--- config.mk ---
export PLATFORM = sky130hd
export DESIGN_NAME = decode_regfile_unit
export DESIGN_NICKNAME = d
export VERILOG_FILES = /design/src/rtl/decode_regfile_unit.sv
export SDC_FILE = /design/constraint.sdc
export NUM_CORES = 2
export LEC_CHECK = 0
export CAP_MARGIN = 30
export CORE_MARGIN = 2
export CORE_UTILIZATION = 50
export CTS_BUF_LIST = sky130_fd_sc_hd__clkbuf_4 sky130_fd_sc_hd__clkbuf_8 sky130_fd_sc_hd__clkbuf_16
export DETAILED_ROUTE_END_ITERATION = 10
export PLACE_DENSITY = 0.8
export SYNTH_ARGS = -nofsm -noshare
export SYNTH_HDL_FRONTEND = slang
export SYNTH_SLANG_ARGS = --single-unit
--- constraint.sdc ---
create_clock -name CLK -period 3.6 [get_ports CLK]
set_input_delay 0.72 -clock CLK [delete_from_list [all_inputs] [get_ports CLK]]
set_output_delay 0.72 -clock CLK [all_outputs]
set_load 0.02 [all_outputs]
--- src/rtl/decode_regfile_unit.sv ---
// -----------------------------------------------------------------------------
// decode_regfile_unit
//
// MIPS-style instruction decode stage: a combinational decoder that produces
// control flags, the ALU opcode and the branch/jump target, alongside a
// 32 x 32 register file with three combinational read ports and one
// synchronous write port.
//
// Ports
//   CLK                     in   1   register-file write clock
//   RESET                   in   1   async active-low, clears register file
//   Instr                   in  32   instruction being decoded
//   Instr_PC_Plus4          in  32   PC+4 of Instr
//   RsValue                 in  32   forwarded rs value (jump-register target)
//   RegA/RegB/RegC          in   5   read addresses
//   DataA/DataB/DataC       out 32   read data (r0 always reads 0)
//   WriteReg                in   5   write address
//   WriteData               in  32   write data
//   Write                   in   1   write enable
//   Link ... Syscall        out  1   decode flags
//   ALUControl              out  6   ALU opcode
//   NextInstructionAddress  out 32   branch/jump target
// -----------------------------------------------------------------------------
module decode_regfile_unit (
  input  logic        CLK,
  input  logic        RESET,
  input  logic [31:0] Instr,
  input  logic [31:0] Instr_PC_Plus4,
  input  logic [31:0] RsValue,
  input  logic [4:0]  RegA,
  input  logic [4:0]  RegB,
  input  logic [4:0]  RegC,
  output logic [31:0] DataA,
  output logic [31:0] DataB,
  output logic [31:0] DataC,
  input  logic [4:0]  WriteReg,
  input  logic [31:0] WriteData,
  input  logic        Write,
  output logic        Link,
  output logic        RegDest,
  output logic        Jump,
  output logic        Branch,
  output logic        MemRead,
  output logic        MemWrite,
  output logic        ALUSrc,
  output logic        RegWrite,
  output logic        JumpRegister,
  output logic        SignOrZero,
  output logic        Syscall,
  output logic [5:0]  ALUControl,
  output logic [31:0] NextInstructionAddress
);

  // Primary opcodes
  localparam logic [5:0] OP_RTYPE  = 6'h00;
  localparam logic [5:0] OP_REGIMM = 6'h01;
  localparam logic [5:0] OP_J      = 6'h02;
  localparam logic [5:0] OP_JAL    = 6'h03;
  localparam logic [5:0] OP_BEQ    = 6'h04;
  localparam logic [5:0] OP_BNE    = 6'h05;
  localparam logic [5:0] OP_BLEZ   = 6'h06;
  localparam logic [5:0] OP_BGTZ   = 6'h07;
  localparam logic [5:0] OP_ADDI   = 6'h08;
  localparam logic [5:0] OP_ADDIU  = 6'h09;
  localparam logic [5:0] OP_SLTI   = 6'h0A;
  localparam logic [5:0] OP_SLTIU  = 6'h0B;
  localparam logic [5:0] OP_ANDI   = 6'h0C;
  localparam logic [5:0] OP_ORI    = 6'h0D;
  localparam logic [5:0] OP_XORI   = 6'h0E;
  localparam logic [5:0] OP_LUI    = 6'h0F;
  localparam logic [5:0] OP_LB     = 6'h20;
  localparam logic [5:0] OP_LH     = 6'h21;
  localparam logic [5:0] OP_LW     = 6'h23;
  localparam logic [5:0] OP_LBU    = 6'h24;
  localparam logic [5:0] OP_LHU    = 6'h25;
  localparam logic [5:0] OP_SB     = 6'h28;
  localparam logic [5:0] OP_SH     = 6'h29;
  localparam logic [5:0] OP_SW     = 6'h2B;
  localparam logic [5:0] OP_LL     = 6'h30;
  localparam logic [5:0] OP_SC     = 6'h38;

  // R-type function codes
  localparam logic [5:0] F_SLL     = 6'h00;
  localparam logic [5:0] F_SRL     = 6'h02;
  localparam logic [5:0] F_SRA     = 6'h03;
  localparam logic [5:0] F_SLLV    = 6'h04;
  localparam logic [5:0] F_SRLV    = 6'h06;
  localparam logic [5:0] F_SRAV    = 6'h07;
  localparam logic [5:0] F_JR      = 6'h08;
  localparam logic [5:0] F_JALR    = 6'h09;
  localparam logic [5:0] F_SYSCALL = 6'h0C;
  localparam logic [5:0] F_ADD     = 6'h20;
  localparam logic [5:0] F_ADDU    = 6'h21;
  localparam logic [5:0] F_SUB     = 6'h22;
  localparam logic [5:0] F_SUBU    = 6'h23;
  localparam logic [5:0] F_AND     = 6'h24;
  localparam logic [5:0] F_OR      = 6'h25;
  localparam logic [5:0] F_XOR     = 6'h26;
  localparam logic [5:0] F_NOR     = 6'h27;
  localparam logic [5:0] F_SLT     = 6'h2A;
  localparam logic [5:0] F_SLTU    = 6'h2B;

  // REGIMM rt selectors
  localparam logic [4:0] RT_BLTZ   = 5'h00;
  localparam logic [4:0] RT_BGEZ   = 5'h01;
  localparam logic [4:0] RT_BLTZAL = 5'h10;
  localparam logic [4:0] RT_BGEZAL = 5'h11;

  // Link instructions reuse the ALU as an unsigned add to form the return address
  localparam logic [5:0] ALU_LINK  = 6'b100001;

  logic [5:0] op;
  logic [5:0] funct;
  logic [4:0] rt;

  assign op    = Instr[31:26];
  assign funct = Instr[5:0];
  assign rt    = Instr[20:16];

  // ---------------------------------------------------------------------------
  // Decoder
  // ---------------------------------------------------------------------------
  always_comb begin
    // NOTE: every output gets a default before the case so unlisted
    // opcodes fall through to all-zero and no latch is inferred.
    Link         = 1'b0;
    RegDest      = 1'b0;
    Jump         = 1'b0;
    Branch       = 1'b0;
    MemRead      = 1'b0;
    MemWrite     = 1'b0;
    ALUSrc       = 1'b0;
    RegWrite     = 1'b0;
    JumpRegister = 1'b0;
    SignOrZero   = 1'b0;
    Syscall      = 1'b0;
    ALUControl   = 6'b000000;

    case (op)
      OP_RTYPE: begin
        case (funct)
          F_ADD, F_ADDU, F_SUB, F_SUBU, F_AND, F_OR, F_XOR, F_NOR,
          F_SLT, F_SLTU, F_SLL, F_SRL, F_SRA, F_SLLV, F_SRLV, F_SRAV: begin
            RegDest    = 1'b1;
            RegWrite   = 1'b1;
            ALUControl = funct;
          end
          F_JR: begin
            Jump         = 1'b1;
            JumpRegister = 1'b1;
          end
          F_JALR: begin
            Jump         = 1'b1;
            JumpRegister = 1'b1;
            Link         = 1'b1;
            RegDest      = 1'b1;
            RegWrite     = 1'b1;
            ALUControl   = ALU_LINK;
          end
          F_SYSCALL: begin
            Syscall    = 1'b1;
            ALUControl = 6'b001100;
          end
          default: ;
        endcase
      end

      OP_J: Jump = 1'b1;

      OP_JAL: begin
        Jump       = 1'b1;
        Link       = 1'b1;
        RegWrite   = 1'b1;
        ALUControl = ALU_LINK;
      end

      OP_BEQ, OP_BNE, OP_BLEZ, OP_BGTZ: begin
        Branch     = 1'b1;
        SignOrZero = 1'b1;
      end

      OP_REGIMM: begin
        case (rt)
          RT_BLTZ, RT_BGEZ: begin
            Branch     = 1'b1;
            SignOrZero = 1'b1;
          end
          RT_BLTZAL, RT_BGEZAL: begin
            Branch     = 1'b1;
            SignOrZero = 1'b1;
            Link       = 1'b1;
            RegWrite   = 1'b1;
            ALUControl = ALU_LINK;
          end
          default: ;
        endcase
      end

      OP_ADDI, OP_ADDIU, OP_SLTI, OP_SLTIU: begin
        RegWrite   = 1'b1;
        ALUSrc     = 1'b1;
        SignOrZero = 1'b1;
        // 0x08..0x0B map onto the R-type ADD/ADDU/SLT/SLTU codes
        ALUControl = (op == OP_ADDI)  ? 6'b100000 :
                     (op == OP_ADDIU) ? 6'b100001 :
                     (op == OP_SLTI)  ? 6'b101010 : 6'b101011;
      end

      OP_ANDI, OP_ORI, OP_XORI: begin
        RegWrite   = 1'b1;
        ALUSrc     = 1'b1;
        ALUControl = (op == OP_ANDI) ? 6'b100100 :
                     (op == OP_ORI)  ? 6'b100101 : 6'b100110;
      end

      OP_LUI: begin
        RegWrite   = 1'b1;
        ALUSrc     = 1'b1;
        ALUControl = 6'b011111;
      end

      OP_LB, OP_LH, OP_LW, OP_LBU, OP_LHU: begin
        MemRead    = 1'b1;
        RegWrite   = 1'b1;
        ALUSrc     = 1'b1;
        SignOrZero = 1'b1;
        ALUControl = {2'b11, op[3:0]};
      end

      OP_LL: begin
        MemRead    = 1'b1;
        RegWrite   = 1'b1;
        ALUSrc     = 1'b1;
        SignOrZero = 1'b1;
        ALUControl = 6'b101000;
      end

      OP_SB, OP_SH, OP_SW: begin
        MemWrite   = 1'b1;
        ALUSrc     = 1'b1;
        SignOrZero = 1'b1;
        ALUControl = {2'b11, op[3:0]};
      end

      // SC writes its success flag back into rt
      OP_SC: begin
        MemWrite   = 1'b1;
        ALUSrc     = 1'b1;
        SignOrZero = 1'b1;
        RegWrite   = 1'b1;
        ALUControl = 6'b110110;
      end

      default: ;
    endcase
  end

  // ---------------------------------------------------------------------------
  // Target address: register jump, pseudo-direct jump, else PC-relative
  // branch target (computed even for non-branches; consumers gate on flags).
  // ---------------------------------------------------------------------------
  logic [31:0] branch_offset;
  assign branch_offset = {{14{Instr[15]}}, Instr[15:0], 2'b00};

  always_comb begin
    if (JumpRegister)
      NextInstructionAddress = RsValue;
    else if (Jump)
      NextInstructionAddress = {Instr_PC_Plus4[31:28], Instr[25:0], 2'b00};
    else
      NextInstructionAddress = Instr_PC_Plus4 + branch_offset;
  end

  // ---------------------------------------------------------------------------
  // Register file
  // ---------------------------------------------------------------------------
  logic [31:0] regs [32];

  // NOTE: the whole array sits under the async reset because software relies
  // on every register reading zero after reset; this forces flops, not RAM.
  // NOTE: sequential state uses non-blocking assignments so all registers
  // update together at the edge and readers see the pre-edge value.
  always_ff @(posedge CLK or negedge RESET) begin
    if (!RESET) begin
      for (int i = 0; i < 32; i++) regs[i] <= '0;
    end else if (Write && (WriteReg != 5'd0)) begin
      regs[WriteReg] <= WriteData;
    end
  end

  // No write bypass: a read in the write cycle returns the stored value
  assign DataA = (RegA == 5'd0) ? 32'd0 : regs[RegA];
  assign DataB = (RegB == 5'd0) ? 32'd0 : regs[RegB];
  assign DataC = (RegC == 5'd0) ? 32'd0 : regs[RegC];

endmodule

Yosys cells after proc, flatten, opt, wreduce, memory -nomap -nowiden:

Cells that the tools add are included.
W data, S select, Z words.

* register bits: 1024
* input bits: 151
* output and inout bits: 145
* word-level logic and storage cells: 154

* add/sub/neg operators: 1
* order comparisons: 5
* equality and inequality tests: 46
* muxes and demuxes: 42
* bitwise operators: 4
* reductions and logical operators: 24

Operator list (number)
* $bwmux W1024: 1
* $bmux W32 S5: 3
* $mux W32: 12
* $demux W32 S5: 1
* $eq A6 B6 Y1 const B: 20
* $eq A6 B4 Y1 const B: 11
* $pmux W6 S9: 1
* $eq A6 B3 Y1 const B: 7
* $reduce_or A18 Y1: 2
* $add A32 B32 Y32: 1
* $reduce_or A16 Y1: 2
* $eq A6 B2 Y1 const B: 4
* $ge A6 B6 Y1 const B: 4
* $not A5 Y6: 4
* $logic_not A5 Y1: 4
* $pmux W6 S3: 1
* $reduce_or A17 Y1: 1
* $reduce_or A4 Y1: 4
* $mux W1: 13
* $logic_not A6 Y1: 2
* $eq A5 B5 Y1 const B: 2
* $mux W4: 2
* $reduce_or A8 Y1: 1
* $eq A6 B1 Y1 const B: 1
* 11 further kinds: 18

Depth between registers and ports, before layout:

* word-level depth: 6
* mapped depth: 10
* depth with buffers taken out: 10

Least setup slack after synthesis:

No wires, ideal clock.

* kind: input to output
* from: input Instr[3]
* to: output NextInstructionAddress[25]
* arrival time: 2.812 ns
* data required time: 2.880 ns
* path slack: 0.068 ns
* stages on the path: 9
* buffers on the path: 0
* path through: ha_1 > nand2_1 > nor3_2 > o211ai_1 > o311a_1 > o31ai_2 > a21oi_1 > xnor2_1 > o21ai_0

* longest elaborated chain between the ends: 6
* elaborated cells on any way between the ends: 9
* those cells by class: add/sub (1); eq/ne (2); mux (5); reduce/logical (1)

RTL lines
* start, declared: line 27 `input logic [31:0] Instr,`
* parallel branches: the longest is 5 deep, another holds $add A32 B32 Y32
* $mux W32 (*): line 266 `if (JumpRegister)`
* end, declared: line 51 `output logic [31:0] NextInstructionAddress`

Every way passes the cells marked *.

Worst setup path in the final report:

* from: input Instr[0]
* to: output NextInstructionAddress[28]

The elaborated chain is that of the path after synthesis.

==> flow_summary.json <==
{
  "dp.cells": 6144,
  "synth_ff_type": "dfrtp_1",
  "cts_buffers": 105,
  "port_buffers": 295,
  "clkLatencyLatePin_ns": 0.69,
  "core_um2": 128000,
  "gp_congestion": 0.944,
  "finalCritPeriodShare": 1.06,
  "maxSlewViolCount": 0,
  "tightest_slew_ns": 1.12,
  "syn-num-nets": 4296,
  "rsz0062_at_grt": "yes",
  "p_total_w": 0.0401,
  "synth_compound_area_frac": 0.0171,
  "synth-seq-cells": 1024,
  "top_regs": "regs (1024)",
  "syn-cell-area_um2": 64600,
  "antenna_found_initial": 20,
  "overflow": 0,
  "synthSimpleGateAreaFrac": 0.0213,
  "fin_nets": 4903,
  "crit_slowest_cell": "or4_4",
  "num_rows": 131,
  "cts_buffer_depth": 3,
  "dr.first_iter.drc_count": 6319,
  "drc": 0,
  "synth_fa_ha_area_frac": 0.00592,
  "crit_chain": "buf_8 -> ha_4 -> fa_2 -> a21oi_4 -> o211ai_1 -> a21oi_2 -> o21ai_4 -> nand2_1 -> nand2_2 -> or4_4 -> and3_4 -> buf_6",
  "min_period_ns": 3.82,
  "finalNonFillerCells": 6486,
  "synth_top_family_by_area": "multiplexers",
  "fin_skew_ns": 0,
  "clkSinkCount": 1024,
  "muxShareOfSynthArea": 0.522,
  "crit_buf_inv": 2,
  "startpoint_type": "primary input",
  "holdWs_ns": 0.419,
  "final_antenna_net_count": 0,
  "final-hold-violation-count": 0,
  "cp_max_fo": 3,
  "synthCells": 4115,
  "powerDensity_nw_per_um2": 495,
  "top_register": "regs",
  "largest_reg_flops": 1024,
  "yosysWarnings": 0,
  "io_pins": 296,
  "die_x_um": 364,
  "synth.avg_cell_area_um2": 15.7,
  "fin_tns_setup_ns": -0.910,
  "setup_ws_ns": -0.221,
  "die-area_um2": 132000,
  "cp-end-kind": "primary output",
  "synth_area_leader_cell": "dfrtp_1",
  "synth.top_cells.by_count": "1024 x dfrtp_1, 992 x mux2_2, 960 x mux4_2",
  "num_vias": 46906,
  "max_freq_mhz": 262,
  "track_usage": 0.339,
  "finalSetupViolCount": 14,
  "cp_top_family": "simple AND/OR/NAND/NOR gates",
  "wl_per_cell_um": 34.6,
  "cts_tree": "done",
  "clk_pin_slew_ns": 0.06,
  "status": "finished with violations",
  "async_reset_ff_frac": 1.00,
  "cpPeakStageDelay_ns": 0.53,
  "leakage_nw": 34.4,
  "clk_root_buffer_cell": "clkbuf_16",
  "critical_path_class": "primary input to primary output",
  "netlist-cell-type-count": 61,
  "synth_xor_area_frac": 0.00352,
  "synth-edff-count": 0,
  "yosysMostFrequentCell": "dfrtp_1",
  "grt_pass1_vias": 48218,
  "place_hpwl_um": 141000,
  "cap_viol_max_count": 0,
  "area_delta_synth_final_pct": 25.3,
  "final_layout_size_suffix_gt1_frac": 0.665,
  "violations": "negative setup slack",
  "htreeDepth": 3,
  "vdd_ir_drop_max_mv": 0.392,
  "cp_data_required_time_ns": 2.88,
  "crit_arrival_ns": 3.10,
  "grt_pass1_wl_um": 327000,
  "drt-total-wl_um": 225000,
  "grt_max_degree": 111,
  "slew_headroom": 0.252,
  "hold_path_class": "register to register",
  "yosysSeqAreaShare": 0.396,
  "initial_core_util": 0.506,
  "via_per_inst": 7.23,
  "synthTopCellsByArea": "dfrtp_1 40%, mux4_2 33%, mux2_2 17%",
  "yosysTopAreaCellShare": 0.396,
  "drtPass1Iterations": 6,
  "die_h_um": 364
}
power breakdown:
group          switching (W)  leakage [nW]  total, W  internal (W)
clock                0.00494          1.87    0.0120       0.00702
combinational        0.00486          19.4    0.0122       0.00734
sequential           0.00225          13.1    0.0159        0.0137
total                 0.0121          34.4    0.0401        0.0280
per-layer routing:
layer / track usage / share of wire / wire length (µm)
met5: 0 / 0.00055 / 123
met4: 0.182 / 0.062 / 13800
met3: 0.114 / 0.14 / 30400
met2: 0.514 / 0.46 / 103000
met1: 0.433 / 0.34 / 77300
logic make-up after synthesis:
family / after synthesis
simple gates: 310
fa+ha+maj: 30
mux: 2049
buf+inv: 498
xor+xnor: 26
flops: 1024
compound gates: 178
layout by cell type, fill, tap and decap left out, types with 19 or more instances in the layout:
cell,netlist,layout
nand2_1,74,53
dlygate4sd2_1,0,38
clkbuf_4,0,23
buf_6,12,58
buf_12,0,174
buf_16,0,35
mux2_2,992,992
buf_4,26,446
ha_4,0,20
nor2_4,0,23
mux4_2,960,960
clkbuf_16,0,111
nor2_1,154,116
clkinv_2,0,19
a21oi_2,1,21
a21oi_1,64,38
mux2i_2,0,32
clkdlybuf4s50_1,0,99
mux2i_1,97,48
buf_8,0,19
dfrtp_1,1024,1024
o21ai_0,32,21
buf_2,80,61
clkbuf_2,0,25
final cells by class:
| class | instances | area (µm²) |
|---|---|---|
| timing repair buffer | 986 | 11100 |
| clock inverter | 52 | 728 |
| sequential | 1024 | 25600 |
| fill | 8485 | 46900 |
| multi-input combinational | 2593 | 38300 |
| clock buffer | 144 | 3040 |
| tap | 1662 | 2080 |
| inverter | 12 | 47.5 |
| antenna | 13 | 32.5 |
through the flow:
| stage | area, µm² | worst slack (ns) | utilization |
|---|---|---|---|
| after floorplan | 64600 | 0.0684 | - |
| after global placement | 74100 | -1.22 | 0.580 |
| after detailed placement | 74100 | -1.28 | 0.580 |
| after CTS | 80300 | -0.153 | 0.628 |
| after global routing | 81000 | -0.267 | 0.633 |
| final | 81000 | -0.221 | 0.633 |
repair_timing:
action / 4_1_cts / 5_1_grt
endpoints found under the hold margin: 17 / 0
resized for setup: 740 / 210
gates cloned: 25 / 2
hold buffers: 1 / 0
pin swaps: 60 / 50
buffers inserted: 78 / 36
setup endpoints to repair: 137 / 100
path summary, 6_finish.rpt:
path | startpoint | endpoint | slack [ns] | depth (start not counted)
setup / recovery | Instr[0] | NextInstructionAddress[28] | -0.22 | 12
hold / removal | regs[1011]$_DFFE_PN0P_ | regs[1011]$_DFFE_PN0P_ | 0.42 | 0
setup reg to reg | regs[534]$_DFFE_PN0P_ | regs[534]$_DFFE_PN0P_ | 2.71 | 1
hold reg to reg | regs[1011]$_DFFE_PN0P_ | regs[1011]$_DFFE_PN0P_ | 0.42 | 0
max in group asynchronous | RESET | regs[264]$_DFFE_PN0P_ | 1.85 | 4
min in group asynchronous | RESET | regs[825]$_DFFE_PN0P_ | 0.47 | 2
(Power assumes the default switching activity.)
